==> config.mk <==
export PLATFORM = sky130hd
export DESIGN_NAME = mem_byte_initiator
export DESIGN_NICKNAME = d
export VERILOG_FILES = /design/src/rtl/mem_byte_initiator.sv
export SDC_FILE = /design/constraint.sdc
export NUM_CORES = 1
export LEC_CHECK = 0
export BUFFER_PORTS_ARGS = -buffer_cell sky130_fd_sc_hd__buf_2
export CAP_MARGIN = 20
export CORE_ASPECT_RATIO = 1.2
export CORE_UTILIZATION = 60
export CTS_CLUSTER_SIZE = 24
export DETAILED_ROUTE_END_ITERATION = 10
export GPL_TIMING_DRIVEN = 0
export PLACE_DENSITY = 0.86
export RECOVER_POWER = 25
export SLEW_MARGIN = 10
export SYNTH_ARGS = -nofsm -noshare
export SYNTH_HDL_FRONTEND = slang
export SYNTH_SLANG_ARGS = --single-unit
==> constraint.sdc <==
create_clock -name CLK -period 6.3 [get_ports CLK]
set_input_delay 0.63 -clock CLK [delete_from_list [all_inputs] [get_ports CLK]]
set_output_delay 0.63 -clock CLK [all_outputs]
set_load 0.01 [all_outputs]
==> src/rtl/mem_byte_initiator.sv <==
// Byte-serial data-memory initiator: splits one MEM-stage load/store into single-byte
// request/acknowledge transactions, little-endian, and reassembles/extends load data.
module mem_byte_initiator #(
  parameter bit          ALIGN_CHECK = 1'b1,
  parameter int unsigned TIMEOUT     = 15
) (
  input  logic        CLK,
  input  logic        RST,
  input  logic        req_valid,
  input  logic [5:0]  req_op,
  input  logic [15:0] req_addr,
  input  logic [31:0] req_wdata,
  output logic        busy,
  output logic        done,
  output logic        err,
  output logic [31:0] rdata,
  output logic        mem_req,
  output logic        mem_we,
  output logic [15:0] mem_addr,
  output logic [7:0]  mem_wdata,
  input  logic        mem_ack,
  input  logic [7:0]  mem_rdata
);

  localparam logic [7:0] TimeoutCycles = 8'(TIMEOUT);

  typedef enum logic [1:0] {StIdle, StXfer, StDone, StErr} state_e;

  state_e      state_q, state_d;
  logic [5:0]  op_q, op_d;
  logic [15:0] base_q, base_d;
  logic [31:0] wdata_q, wdata_d;
  logic [1:0]  count_q, count_d;
  logic [7:0]  timer_q, timer_d;
  logic [31:0] lanes_q, lanes_d;
  logic [31:0] rdata_q, rdata_d;

  // Index of the final byte for a given op[1:0] size code.
  function automatic logic [1:0] last_index(input logic [1:0] sz);
    unique case (sz)
      2'b01:   last_index = 2'd1;
      2'b11:   last_index = 2'd3;
      default: last_index = 2'd0;
    endcase
  endfunction

  logic        req_is_mem;
  logic        req_misaligned;
  logic        cur_store;
  logic [1:0]  cur_last;
  logic [31:0] assembled;
  logic [31:0] extended;

  always_comb begin
    req_is_mem = 1'b0;
    case (req_op)
      6'b100000, 6'b100100, 6'b100001, 6'b100101, 6'b100011,
      6'b101000, 6'b101001, 6'b101011: req_is_mem = 1'b1;
      default:                         req_is_mem = 1'b0;
    endcase
    req_misaligned = ALIGN_CHECK &&
                     (((req_op[1:0] == 2'b01) && req_addr[0]) ||
                      ((req_op[1:0] == 2'b11) && (req_addr[1:0] != 2'b00)));
  end

  assign cur_store = op_q[3];
  assign cur_last  = last_index(op_q[1:0]);

  // Current byte merged into the captured lanes, so the final byte needs no extra cycle.
  always_comb begin
    assembled = lanes_q;
    assembled[{count_q, 3'b000} +: 8] = mem_rdata;
    unique case (op_q[1:0])
      2'b00:   extended = op_q[2] ? {24'h0, assembled[7:0]}
                                  : {{24{assembled[7]}}, assembled[7:0]};
      2'b01:   extended = op_q[2] ? {16'h0, assembled[15:0]}
                                  : {{16{assembled[15]}}, assembled[15:0]};
      default: extended = assembled;
    endcase
  end

  always_comb begin
    state_d   = state_q;
    op_d      = op_q;
    base_d    = base_q;
    wdata_d   = wdata_q;
    count_d   = count_q;
    timer_d   = timer_q;
    lanes_d   = lanes_q;
    rdata_d   = rdata_q;
    busy      = 1'b0;
    done      = 1'b0;
    err       = 1'b0;
    mem_req   = 1'b0;
    mem_we    = 1'b0;
    mem_addr  = 16'h0000;
    mem_wdata = 8'h00;

    unique case (state_q)
      StIdle: begin
        if (req_valid && req_is_mem) begin
          if (req_misaligned) begin
            state_d = StErr;
          end else begin
            state_d = StXfer;
            op_d    = req_op;
            base_d  = req_addr;
            wdata_d = req_wdata;
            count_d = 2'd0;
            timer_d = 8'd0;
            lanes_d = 32'h0;
          end
        end
      end
      StXfer: begin
        busy      = 1'b1;
        mem_req   = 1'b1;
        mem_we    = cur_store;
        mem_addr  = base_q + {14'h0, count_q};
        mem_wdata = wdata_q[{count_q, 3'b000} +: 8];
        if (mem_ack) begin
          if (!cur_store) lanes_d = assembled;
          if (count_q == cur_last) begin
            state_d = StDone;
            if (!cur_store) rdata_d = extended;
          end else begin
            count_d = count_q + 2'd1;
            timer_d = 8'd0;
          end
        end else if (timer_q + 8'd1 == TimeoutCycles) begin
          state_d = StErr;
        end else begin
          timer_d = timer_q + 8'd1;
        end
      end
      StDone: begin
        busy    = 1'b1;
        done    = 1'b1;
        state_d = StIdle;
      end
      StErr: begin
        busy    = 1'b1;
        err     = 1'b1;
        state_d = StIdle;
      end
      default: state_d = StIdle;
    endcase
  end

  assign rdata = rdata_q;

  always_ff @(posedge CLK or posedge RST) begin
    if (RST) begin
      state_q <= StIdle;
      op_q    <= 6'h00;
      base_q  <= 16'h0000;
      wdata_q <= 32'h0;
      count_q <= 2'd0;
      timer_q <= 8'd0;
      lanes_q <= 32'h0;
      rdata_q <= 32'h0;
    end else begin
      state_q <= state_d;
      op_q    <= op_d;
      base_q  <= base_d;
      wdata_q <= wdata_d;
      count_q <= count_d;
      timer_q <= timer_d;
      lanes_q <= lanes_d;
      rdata_q <= rdata_d;
    end
  end

endmodule

---- Word level (Yosys, flattened, before mapping) ----
Cells that the tools add are included.
operators by class
  multiply operators ...................... 0
  shift operators ......................... 3
  div/mod/pow operators ................... 0
  $lt $le $gt $ge ......................... 0
  reductions and logical operators ........ 17
  mux-type cells .......................... 35
  equal/unequal tests ..................... 26
  $add $sub $neg .......................... 4
  bitwise gates (word level) .............. 2
operators with widths
  cell                                                                    count
  32-bit 2-to-1 mux                                                       6
  32-bit one-hot mux with 2 select lines                                  2
  6-bit == test, second input constant                                    8
  8-bit 2-to-1 mux                                                        6
  32-bit bitwise mux                                                      1
  8-bit by 7-bit variable shift with 32-bit output, first input constant  1
  32-bit by 6-bit indexed part select with 8-bit output                   1
  8-bit by 7-bit indexed part select with 32-bit output                   1
  2-bit 2-to-1 mux                                                        9
  16-bit by 2-bit adder with 16-bit output                                1
  16-bit 2-to-1 mux                                                       1
  8-bit one-hot mux with 2 select lines                                   1
  5-bit AND reduction                                                     3
  3-bit != test, second input constant                                    4
  2-bit != test, second input constant                                    5
  8-bit by 1-bit adder with 8-bit output, second input constant           1
  2-bit == test, second input constant                                    4
  8-bit by 4-bit == test with 1-bit output, second input constant         1
  2-bit one-hot mux with 2 select lines                                   2
  8-bit OR reduction                                                      1
  5-bit negation with 7-bit output                                        1
  2-bit by 1-bit == test with 1-bit output, second input constant         3
  1-bit 2-to-1 mux                                                        6
  2-bit one-hot mux with 3 select lines                                   1
  11 further kinds                                                        17
word-level totals
  register bits ........................... 128
  bits in latches ......................... 0
  memories ................................ 0
  bits in writable memories ............... 0
  logic and storage cells ................. 95
  ROM bits ................................ 0
  bits of input ports ..................... 66

---- Logic depth before layout (Yosys ltp) ----
Gate-level depths: netlist (run 1).
  depth in word-level cells ............... 6
  mapped depth ............................ 11
  gate-level depth less buffers ........... 7

---- Least setup slack after synthesis (run 1) ----
No wires, ideal clock.
  kind .................................... register -> register
  start ................................... register count_q[1]
  end ..................................... register rdata_q[18], in the netlist rdata[18]
  data arrival time ....................... 2397 ps
  period minus slack after synthesis ...... 2470 ps
  required time ........................... 6227 ps
  stages on the path, launching flop included .. 10
  library setup time ...................... 73 ps
  setup slack ............................. 3830 ps
  cells stage by stage .................... dfrtp_1 buf_1 inv_1 ha_1 nor3b_2 a31oi_1 mux2_2 o31a_4 buf_6 a21oi_2
on the way
  word-level cells in the longest chain between the ends .. 5
  elaborated cells between the ends (all ways) .. 9
  those cells by class .................... add/sub: 1; eq/ne: 1; shift: 2; mux: 4; reduce/logical: 1
ends and longest elaborated chain
  item                                                                                                                       RTL line  text
  start, declared                                                                                                            33        logic [1:0] count_q, count_d;
  start signal, assigned                                                                                                     167       count_q <= count_d;
  5-bit negation with 7-bit output                                                                                           72        assembled[{count_q, 3'b000} +: 8] = mem_rdata;
  8-bit by 7-bit indexed part select with 32-bit output or 8-bit by 7-bit variable shift with 32-bit output (tied branches)  72
  32-bit bitwise mux                                                                                                         72
  32-bit 2-to-1 mux, on equally long branches                                                                                76, 74
  32-bit one-hot mux with 2 select lines                                                                                     73        unique case (op_q[1:0])
  end signal, assigned                                                                                                       170       rdata_q <= rdata_d;
  end, declared                                                                                                              36        logic [31:0] rdata_q, rdata_d;
Parallel ways exist; a longest one is shown, timed or not.
A chain may end at the register's enable or synchronous reset.

---- Final worst setup path (run 1) ----
  start ................................... register count_q[0]
  end ..................................... output port mem_addr[14]
on the way
  word-level cells in the longest chain between the ends .. 2
ends and longest elaborated chain
  item                                      RTL line  text
  16-bit by 2-bit adder with 16-bit output  119       mem_addr = base_q + {14'h0, count_q};
  16-bit 2-to-1 mux                         99        unique case (state_q)
  end, declared                             19        output logic [15:0] mem_addr,
Every way passes these cells.

==> summary.md, run 1 <==
| Metric | Value |
|---|---|
| Reg-to-reg startpoint | `count_q[1]` |
| Final Skew | `between 0.007 and 0.008 ns` |
| Die W | `96.6 µm` |
| CTS root buf | `clkbuf_16` |
| # port buffers | `126` |
| Max-cap check violation count | `1` |
| Cts hold-fix bufs | `0` |
| Final period util | `51.5%` |
| RSZ-0062 raised after global routing | `false` |
| Startpoint Class | `flop` |
| DRC errors left | `0` |
| Detailed Place HPWL | `roughly 11,000 µm` |
| Number of buffers created by CTS | `17` |
| Main synth FF type | `dfrtp_1` |
| Post-synthesis instance area | `between 0.006 and 0.007 mm²` |
| Clock sink total | `128` |
| CTS tree | `done` |
| Async S/R FF share, synth | `100%` |
| Hold slack | `0.441 ns` |
| DRT iter0 DRCs | `~340` |
| Final setup fails | `0` |
| Layout net count | `830` |
| 1st-pass router iterations | `5` |
| Final Max Slew Viols | `73` |
| Count leader, synth | `dfrtp_1` |
| Synth Area in Adders | `2.06%` |
| Fmax | `308 MHz` |
| Synth Instances | `608` |
| Peak supply drop | `0.000291 V` |
| Sequential area share after synthesis | `49.7%` |
| R2r endpoint | `rdata[24]` |
| Hold path start | `req_wdata[21]` |
| Initial antenna violation count | `0` |
| Final Non-Filler Cells | `896` |
| Worst r2r path cells | `9` |
| Static Leakage | `around 0.0037 µW` |
| IO Pins | `127` |
| Share of cells above drive strength 1 | `33.6%` |
| DR WL/cell | `18.4 µm` |
| Via density | `5.95` |
| Hold EP | `wdata_q[21]` |
| Core area | `between 0.01 and 0.015 mm²` |
| Post-Synth Simple-Gate Area | `between 10% and 20%` |
| Minimum clock period | `around 3.2 ns` |
| Total length of routed wires | `16,500 µm` |
| Largest net degree at the start of global routing | `74` |
| Initial Util | `between 60 and 70%` |
| Synth area leaders | `dfrtp_1 (50%), mux2_2 (9.1%), nand2_1 (4.1%)` |
| FP Rows | `41` |
| Tot GR Track Use | `32.1%` |
| Die area | `0.0112 mm²` |
| Synth Area in XOR/XNOR | `2.31%` |
| Setup TNS | `0 ns` |
| Placed cell count | `between 800 and 900` |
| Worst min-delay path class | `input pin to flop` |
| Vias in the first global route | `5,504` |
| Power Dens Cells | `a little under 500 mW/mm²` |
| Antenna Nets Post-Route | `0` |
| Clock transition at path regs | `about 0.060 ns` |
| Routability congestion estimate | `0.867` |
| Hold Path Depth | `2` |
| Area occupied by multi-input gates | `0.00295 mm²` |
| Slew margin rel. | `-118%` |
| Post-Syn Area per Cell | `10.6 µm²` |
| Unique cell type count in the Yosys netlist | `54` |
| FF-to-FF setup slack | `3.29 ns` |
| First-pass GRT wire length | `26,700 µm` |
| CP max FO | `5` |
| Area delta synth->final | `22.7%` |
| Status | `complete, but fails checks` |
| Mapped Nets | `684` |
| Critical Path RT | `around 5.7 ns` |
| Antenna cells | `0` |
| Deepest clock path buffer count | `2` |
| Synth area leader | `dfrtp_1` |
| Post-synth top area share | `between 40% and 50%` |
| Synth cell count leaders | `dfrtp_1 (128), nand2_1 (70), nor2_1 (58)` |
| Yosys warns | `0` |
| Compound-Gate Fraction of Synth Area | `approximately 12%` |
| H-tree lvl count | `4` |
| Worst path arrival time | `around 2.6 ns` |
| Crit path kind | `flop to output port` |
| Count of state elements after synthesis | `128` |
| Reg area | `about 0.0032 mm²` |
| Worst-Margin Slew | `3.25 ns` |
| Post-synth EDFFs | `0` |
| Clk Latency, worst-skew pair | `0.42 ns` |
| Largest family of logic cells by synthesized area | `simple AND/OR/NAND/NOR gates` |
| Mux contribution to synthesized area | `14.7%` |
| Die height | `~120 µm` |
| Postcts setup bufs | `0` |
| CP Capture Type | `output port` |
| Failing checks | `max-capacitance violations, max-slew violations` |
| Post_cts resized | `0` |
| Via count | `5,330` |
| Filler cells | `694` |
| Final hold viol count | `0` |
| Gr ovfl total | `0` |
| Total power draw | `~3800 µW` |
==> logic make-up after synthesis <==
logic type	count (synthesis)
XOR/XNOR	17
flip-flops	128
AND/OR/NAND/NOR	204
buffers and inverters	61
adder cells (fa/ha/maj)	10
AO/OA/AOI/OAI	110
multiplexers	78
==> per-layer routing <==
layer  global-route usage (%)  wire, µm
met5                        0         0
met2                     55.3      8710
met1                     38.5      6380
met4                     13.7       341
met3                     7.02      1070
==> power breakdown <==
part	internal (µW)	total (µW)	switching, µW
clock	683	1050	371
sequential	1160	1400	231
combinational	624	1360	735
==> worst max-delay path, cell delays in order, from the launching register on <==
cell and delay [ns]:
dfrtp_1 0.44, ha_1 0.22, fa_1 0.31, nand3_1 0.10, nor3_1 0.43, nand3_1 0.17
xor2_1 0.18, nor2_1 0.18, buf_2 0.17
==> cells in the final DEF, fill, tap and decap left out, types with 17 or more instances in the layout <==
master and instances:
o21ai_0 22, nor2_1 58, buf_2 135, inv_1 25, a21oi_1 31, mux2i_1 17
dfrtp_1 128, clkbuf_16 17, mux2_2 52, nand2_1 70
==> sequential cells by signal, indices dropped and copies added, names as in the netlist <==
| signal | flops |
|---|---|
| rdata | 32 |
| base_q | 16 |
| wdata_q | 32 |
| count_q | 2 |
| lanes_q | 32 |
| state_q | 2 |
| timer_q | 8 |
| op_q | 4 |
==> through the flow <==
stage | util (%) | worst slack (ns) | instance area, µm²
6_report | 75.5 | 3.06 | 7900
5_1_grt | 75.5 | 2.95 | 7900
4_1_cts | 75.5 | 3.12 | 7900
3_5_place_dp | 69.4 | 3.35 | 7260
3_3_place_gp | 69.1 | 1.04 | 7230
2_1_floorplan | - | 2.26 | 6440
==> layout make-up <==
class | instances | area share (%)
sequential | 128 | 40.6
multi-input combinational | 419 | 37.3
timing repair buffer | 127 | 8.33
clock buffer | 19 | 5.74
buffer | 35 | 2.42
clock inverter | 13 | 2.34
tap | 129 | 2.04
inverter | 26 | 1.25
==> how the worst max path moves through the flow <==
stage,endpoint,cells after the start,slack (ns),from
floorplan,base_q[0],1,2.26,RST
global placement,wdata_q[26],2,1.04,RST
detailed placement,rdata[24],9,3.35,count_q[1]
CTS,mem_addr[14],8,3.12,count_q[0]
global route,mem_addr[14],8,2.95,count_q[0]
finish,mem_addr[14],8,3.06,count_q[0]
(Power assumes the default switching activity.)
==> run 2, diff against run 1 <==
--- a/config.mk
+++ b/config.mk
@@ -8,11 +8,11 @@
 export BUFFER_PORTS_ARGS = -buffer_cell sky130_fd_sc_hd__buf_2
 export CAP_MARGIN = 20
 export CORE_ASPECT_RATIO = 1.2
-export CORE_UTILIZATION = 60
+export CORE_UTILIZATION = 50
 export CTS_CLUSTER_SIZE = 24
 export DETAILED_ROUTE_END_ITERATION = 10
 export GPL_TIMING_DRIVEN = 0
-export PLACE_DENSITY = 0.86
+export PLACE_DENSITY = 0.76
 export RECOVER_POWER = 25
 export SLEW_MARGIN = 10
 export SYNTH_ARGS = -nofsm -noshare
==> constraint.sdc (replaced) <==
create_clock -name CLK -period 2.7 [get_ports CLK]
set_input_delay 0.27 -clock CLK [delete_from_list [all_inputs] [get_ports CLK]]
set_output_delay 0.27 -clock CLK [all_outputs]
set_load 0.01 [all_outputs]
==> run 2 against run 1 <==
  * The run now ends clean
  * Sequential power is 130% higher
  * Critical path depth is 1 higher
  * Critical path type is now flop to flop
  * Global-route usage is 6.8 points lower
  * Sequential cell count stayed put
  * Highest routed layer unchanged
  * Via count is 3.5% lower
  * Clock power is 130% higher
  * Clock skew hardly changed
  * Wire length is 3.8% lower
  * Cell count is 4.0% higher
  * Largest power group unchanged
==> summary.md, run 2 (synthesized netlist as in run 1, its figures left out) <==
| Metric | Value |
|---|---|
| IO Pins | `127 (unchanged)` |
| Gr ovfl total | `0 (unchanged)` |
| Placed cell count | `901 (+4.3%)` |
| Post-route cell area | `0.00799 mm² (+1.1%)` |
| Core area | `0.0126 mm² (+21%)` |
| Antenna cells | `0 (unchanged)` |
| Clock power share | `27.5% (-0.2 points)` |
| Peak supply drop | `0.000570 V (+96%)` |
| Final Non-Filler Cells | `932 (+4.0%)` |
| Critical Path RT | `3.05 ns (-2.62 ns)` |
| Initial Util | `51.1% (-10 points)` |
| Filler cells | `1,002 (+44%)` |
| Slowest stage delay, CP | `0.45 ns (about the same)` |
| Routability congestion estimate | `0.833 (-4.0%)` |
| Initial antenna violation count | `0 (unchanged)` |
| Commonest non-fill, non-tap cells in the layout | `buf_2 (134), dfrtp_1 (126), nand2_1 (70)` |
| Area occupied by multi-input gates | `0.00297 mm² (+0.89%)` |
| Startpoint Class | `flop` |
| Clock transition at path regs | `0.06 ns (about the same)` |
| Switching Share | `34.2% (-0.90 points)` |
| Tot GR Track Use | `25.3% (-6.8 points)` |
| Final setup fails | `0 (unchanged)` |
| DR WL/cell | `17.0 µm (-7.5%)` |
| Die area | `0.0133 mm² (+20%)` |
| Commonest non-fill, non-tap cell in the layout | `buf_2` |
| Seq pwr share | `36.6% (about the same)` |
| Total power draw | `8840 µW (+130%)` |
| Logic pwr share | `35.8% (about the same)` |
| Crit path kind | `flop to flop` |
| Antenna Nets Post-Route | `0 (unchanged)` |
| Power Dens Cells | `1110 mW/mm² (+130%)` |
| Layout net count | `832 (+0.24%)` |
| Via count | `5,146 (-3.5%)` |
| Clock sink total | `128 (unchanged)` |
| Cell Chain, Critical Path | `buf_6 > buf_8 > inv_1 > ha_2 > nor3b_4 > a31oi_2 > or4_1 > nand2_1 > o22a_1` |
| Static Leakage | `0.00368 µW (+0.35%)` |
| Number of buffers created by CTS | `17 (unchanged)` |
| Die W | `106 µm (+9.3%)` |
| 1st-pass router iterations | `5 (unchanged)` |
| Sw power | `3020 µW (+130%)` |
| Hold Path Depth | `2 (unchanged)` |
| Worst min-delay path class | `input pin to flop` |
| Area delta synth->final | `24.0%` |
| Via density | `5.52 (-7.2%)` |
| Fmax | `388 MHz` |
| Final hold viol count | `0 (unchanged)` |
| Worst-Margin Slew | `1.20 ns (-2.05 ns)` |
| Final Max Slew Viols | `0 (-100%)` |
| Max-cap check violation count | `0 (-1)` |
| Share of cells above drive strength 1 | `34.6% (+1.0 points)` |
| Die height | `126 µm (+9.4%)` |
| CTS tree | `done` |
| CTS root buf | `clkbuf_16` |
| Minimum clock period | `approximately 2.6 ns` |
| DRT iter0 DRCs | `212 (-37%)` |
| Worst path arrival time | `2.92 ns (+0.31 ns)` |
| Reg area | `0.00321 mm² (about the same)` |
| DRC errors left | `0 (unchanged)` |
| Final period util | `95.5%` |
| RSZ-0062 raised after global routing | `false` |
| Final Skew | `0.00803 ns (+0.000118 ns)` |
| H-tree lvl count | `4 (unchanged)` |
| DP Area | `0.00734 mm² (+1.0%)` |
| Clk Latency, worst-skew pair | `0.42 ns (about the same)` |
| Slew margin rel. | `19.3% (+140 points)` |
| Total length of routed wires | `15,900 µm (-3.8%)` |
| FP Rows | `45 (+9.8%)` |
| CP max FO | `10 (+5)` |
| First-pass GRT wire length | `26,300 µm (-1.7%)` |
| # port buffers | `126 (unchanged)` |
| CP Capture Type | `flop` |
| Worst r2r path cells | `9 (unchanged)` |
| Deepest clock path buffer count | `2 (unchanged)` |
| Detailed Place HPWL | `11,600 µm (+3.8%)` |
| Postcts setup bufs | `0 (unchanged)` |
| Largest net degree at the start of global routing | `39 (-47%)` |
| Crit-path slowest cell | `or4_1` |
| Status | `finished, final reports clean` |
| Internal | `5810 µW (+140%)` |
| Vias in the first global route | `5,416 (-1.6%)` |
==> run 2: worst max-delay path, delay by kind of cell (launching register included) <==
kind                       cells  cell delay, ns
and+or+nand+nor                3            0.95
DFF                            1            0.44
buffers and inverters          3            0.41
AOI/OAI and AO/OA              2            0.37
adders and majority gates      1            0.32
==> run 2: what timing repair did <==
item                                    in CTS  in global routing
gates resized for setup                      5                  9
hold endpoints to repair                    26                  0
endpoints found under the setup margin      47                 32
cloned                                       0                  0
hold buffers                                 1                  0
pin swaps                                    0                  1
==> run 2: final cells by class <==
cell class / instances / area share, %
flip-flops and latches: 128 / 40.1
well taps: 164 / 2.57
plain buffers: 34 / 2.54
clock inverters: 10 / 1.99
inverters: 26 / 1.24
repair buffers: 130 / 8.40
multi-input cells: 419 / 37.2
clock buffers: 21 / 5.89
==> run 2: stage by stage <==
step	utilization [%]	TNS, ns	hold WS [ns]	worst slack [ns]
final	63.3	0	0.0765	0.120
after global routing	63.3	0	0.0717	0.0172
after CTS	63.4	0	0.0661	0.0191
after detailed placement	58.2	-8.31	0.394	-0.321
after global placement	57.7	-7.02	0.452	-0.292
after floorplan	-	0	0.376	0.230
==> run 2: power groups by stage <==
| stage | logic (µW) | registers, µW | clock network, µW |
|---|---|---|---|
| 5_1_grt | 3490 | 3330 | 2530 |
| 4_1_cts | 3160 | 3240 | 2460 |
| 3_5_place_dp | 3110 | 3260 | 0 |
| 3_3_place_gp | 3010 | 3200 | 0 |
| 6_report | 3170 | 3240 | 2430 |
| 2_1_floorplan | 2080 | 3240 | 0 |
==> run 2: final timing paths <==
path | from | slack, ns | to
max in group asynchronous | RST | 0.53 | rdata[8]
setup / recovery | count_q[0] | 0.12 | rdata[8]
min in group asynchronous | RST | 0.65 | base_q[5]
hold reg to reg | lanes_q[12] | 0.49 | lanes_q[12]
hold / removal | req_addr[3] | 0.08 | base_q[3]
setup reg to reg | count_q[0] | 0.12 | rdata[8]
==> run 2: routing by layer <==
layer	GRT usage, %	share of wire (%)
met1	30.0	40
met2	44.0	50
met4	9.15	2.4
met5	0	0
met3	6.94	7.0
==> run 3, diff against run 2 <==
--- a/config.mk
+++ b/config.mk
@@ -9,9 +9,10 @@
 export CAP_MARGIN = 20
 export CORE_ASPECT_RATIO = 1.2
 export CORE_UTILIZATION = 50
-export CTS_CLUSTER_SIZE = 24
+export CTS_CLUSTER_SIZE = 20
 export DETAILED_ROUTE_END_ITERATION = 10
 export GPL_TIMING_DRIVEN = 0
+export MAX_ROUTING_LAYER = met4
 export PLACE_DENSITY = 0.76
 export RECOVER_POWER = 25
 export SLEW_MARGIN = 10
==> run 3 against run 2 <==
  * Wire length rose by 0.10%
  * Cell area unchanged
  * Power about the same
  * Sequential cell count unchanged
  * Sequential power hardly changed
  * Via count is 0.54% higher
  * Maximum frequency is 0.43% higher
  * Largest power group unchanged
  * Clock skew decreased by 0.00077 ns
  * Critical endpoint unchanged
  * Sequential share of layout area unchanged
  * First-iteration DRC count up 30%
  * Critical path type unchanged
  * Hold slack lost 0.0022 ns
==> summary.md, run 3 (synthesized netlist as in run 1, its figures left out) <==
| Metric | Value |
|---|---|
| Initial Util | `51.1% (unchanged)` |
| Deepest clock path buffer count | `2 (unchanged)` |
| Minimum clock period | `2.57 ns (-0.0110 ns)` |
| Share of cells above drive strength 1 | `34.6% (unchanged)` |
| Tot GR Track Use | `26.1% (+0.83 points)` |
| Final period util | `95.1% (-0.41 points)` |
| Layout net count | `832 (unchanged)` |
| Final setup fails | `0 (unchanged)` |
| CTS root buf | `clkbuf_16` |
| CP Capture Type | `flop` |
| Die height | `126 µm (unchanged)` |
| First-pass GRT wire length | `26,300 µm (about the same)` |
| Final Max Slew Viols | `0 (unchanged)` |
| Power Dens Cells | `1110 mW/mm² (about the same)` |
| Static Leakage | `0.00368 µW (unchanged)` |
| Cell Chain, Critical Path | `buf_6 > buf_8 > inv_1 > ha_2 > nor3b_4 > a31oi_2 > or4_1 > nand2_1 > o22a_1` |
| Worst-Margin Slew | `1.21 ns (+0.00729 ns)` |
| # port buffers | `126 (unchanged)` |
| Clock power share | `27.5% (about the same)` |
| Final Non-Filler Cells | `932 (unchanged)` |
| Total length of routed wires | `15,900 µm (+0.10%)` |
| Core area | `0.0126 mm² (unchanged)` |
| Status | `finished, final reports clean` |
| Commonest non-fill, non-tap cell in the layout | `buf_2` |
| Fmax | `389 MHz (+0.43%)` |
| Postcts setup bufs | `0 (unchanged)` |
| Largest net degree at the start of global routing | `39 (unchanged)` |
| Via density | `5.55 (+0.54%)` |
| Max-cap check violation count | `0 (unchanged)` |
| Detailed Place HPWL | `11,600 µm (unchanged)` |
| Antenna cells | `0 (unchanged)` |
| CP max FO | `10 (unchanged)` |
| DRT iter0 DRCs | `276 (+30%)` |
| IO Pins | `127 (unchanged)` |
| Die W | `106 µm (unchanged)` |
| Placed cell count | `901 (unchanged)` |
| Buf/Inv on CP | `3 (unchanged)` |
| Worst min-delay path class | `input pin to flop` |
| Final hold viol count | `0 (unchanged)` |
| Slew margin rel. | `18.8% (-0.49 points)` |
| Crit path max-delay family | `simple AND/OR/NAND/NOR gates` |
| 1st-pass router iterations | `5 (unchanged)` |
| Die area | `0.0133 mm² (unchanged)` |
| Initial antenna violation count | `0 (unchanged)` |
| FP Rows | `45 (unchanged)` |
| Switching Share | `34.2% (about the same)` |
| Antenna Nets Post-Route | `0 (unchanged)` |
| Gr ovfl total | `0 (unchanged)` |
| Hold slack | `0.0742 ns (-0.00224 ns)` |
| Vias in the first global route | `5,415 (-0.018%)` |
| DRC errors left | `0 (unchanged)` |
| H-tree lvl count | `4 (unchanged)` |
| Startpoint Class | `flop` |
| Internal | `5810 µW (about the same)` |
| Final Skew | `0.00726 ns (-0.000766 ns)` |
| Crit path kind | `flop to flop` |
| Clk Latency, worst-skew pair | `0.42 ns (about the same)` |
| Commonest non-fill, non-tap cells in the layout | `buf_2 (134), dfrtp_1 (126), nand2_1 (70)` |
| Sw power | `3020 µW (about the same)` |
| Routability congestion estimate | `0.845 (+1.5%)` |
| Crit-path slowest cell | `or4_1` |
| Via count | `5,174 (+0.54%)` |
| Seq pwr share | `36.6% (about the same)` |
| Critical Path RT | `3.04 ns (about the same)` |
| Clock sink total | `128 (unchanged)` |
| Worst path arrival time | `2.91 ns (about the same)` |
| RSZ-0062 raised after global routing | `false` |
| DR WL/cell | `17.0 µm (+0.10%)` |
| Area delta synth->final | `24.0% (unchanged)` |
| CTS tree | `done` |
| Logic pwr share | `35.8% (about the same)` |
| Clock transition at path regs | `0.06 ns (about the same)` |
| Peak supply drop | `0.000572 V (+0.20%)` |
| Slowest stage delay, CP | `0.45 ns (about the same)` |
| Number of buffers created by CTS | `17 (unchanged)` |
==> run 3: per-layer routing <==
| metal | track usage (%) | vias up | part of all wire [%] |
|---|---|---|---|
| met3 | 5.19 | 29 | 5.7 |
| met1 | 31.0 | 2555 | 41 |
| met2 | 44.0 | 183 | 51 |
| li1 | - | 2407 | - |
| met4 | 10.1 | 0 | 2.7 |
| met5 | - | - | 0 |
==> run 3: through the flow <==
| step | utilization [%] | setup TNS [ns] | worst slack, ns | total power, µW | area, µm² |
|---|---|---|---|---|---|
| after detailed placement | 58.2 | -8.31 | -0.321 | 6370 | 7340 |
| final | 63.3 | 0 | 0.131 | 8830 | 7990 |
| after global placement | 57.7 | -7.02 | -0.292 | 6210 | 7280 |
| after CTS | 63.4 | 0 | 0.0191 | 8860 | 7990 |
| after floorplan | - | 0 | 0.230 | 5320 | 6440 |
| after global routing | 63.3 | 0 | 0.0180 | 9360 | 7990 |
==> run 3: final timing paths <==
| check | slack [ns] | from | end | depth (start not counted) |
|---|---|---|---|---|
| worst max-delay path | 0.13 | count_q[0] | rdata[8] | 9 |
| worst min-delay path | 0.07 | req_addr[3] | base_q[3] | 2 |
| worst max register to register | 0.13 | count_q[0] | rdata[8] | 9 |
| worst min register to register | 0.48 | lanes_q[13] | lanes_q[13] | 2 |
| max in group asynchronous | 0.54 | RST | rdata[8] | 5 |
| min in group asynchronous | 0.65 | RST | base_q[5] | 3 |
==> run 3: power groups by stage <==
stage / Combinational, µW / Clock [µW] / Sequential (µW)
2_1_floorplan: 2080 / 0 / 3240
3_3_place_gp: 3010 / 0 / 3200
3_5_place_dp: 3110 / 0 / 3260
6_report: 3170 / 2430 / 3240
4_1_cts: 3160 / 2460 / 3240
5_1_grt: 3490 / 2530 / 3330
==> run 3: final cells by class <==
cell class	count	area, µm²
fillers	1002	4630
flip-flops and latches	128	3210
multi-input cells	419	2970
repair buffers	130	671
clock buffers	21	470
well taps	164	205
plain buffers	34	203
clock inverters	10	159
inverters	26	98.8
==> run 3: repair_timing <==
| action | 4_1_cts | 5_1_grt |
|---|---|---|
| endpoints found under the setup margin | 47 | 32 |
| pin swaps | 0 | 1 |
| gates resized for setup | 5 | 9 |
| hold buffers | 1 | 0 |
| endpoints found under the hold margin | 26 | 0 |
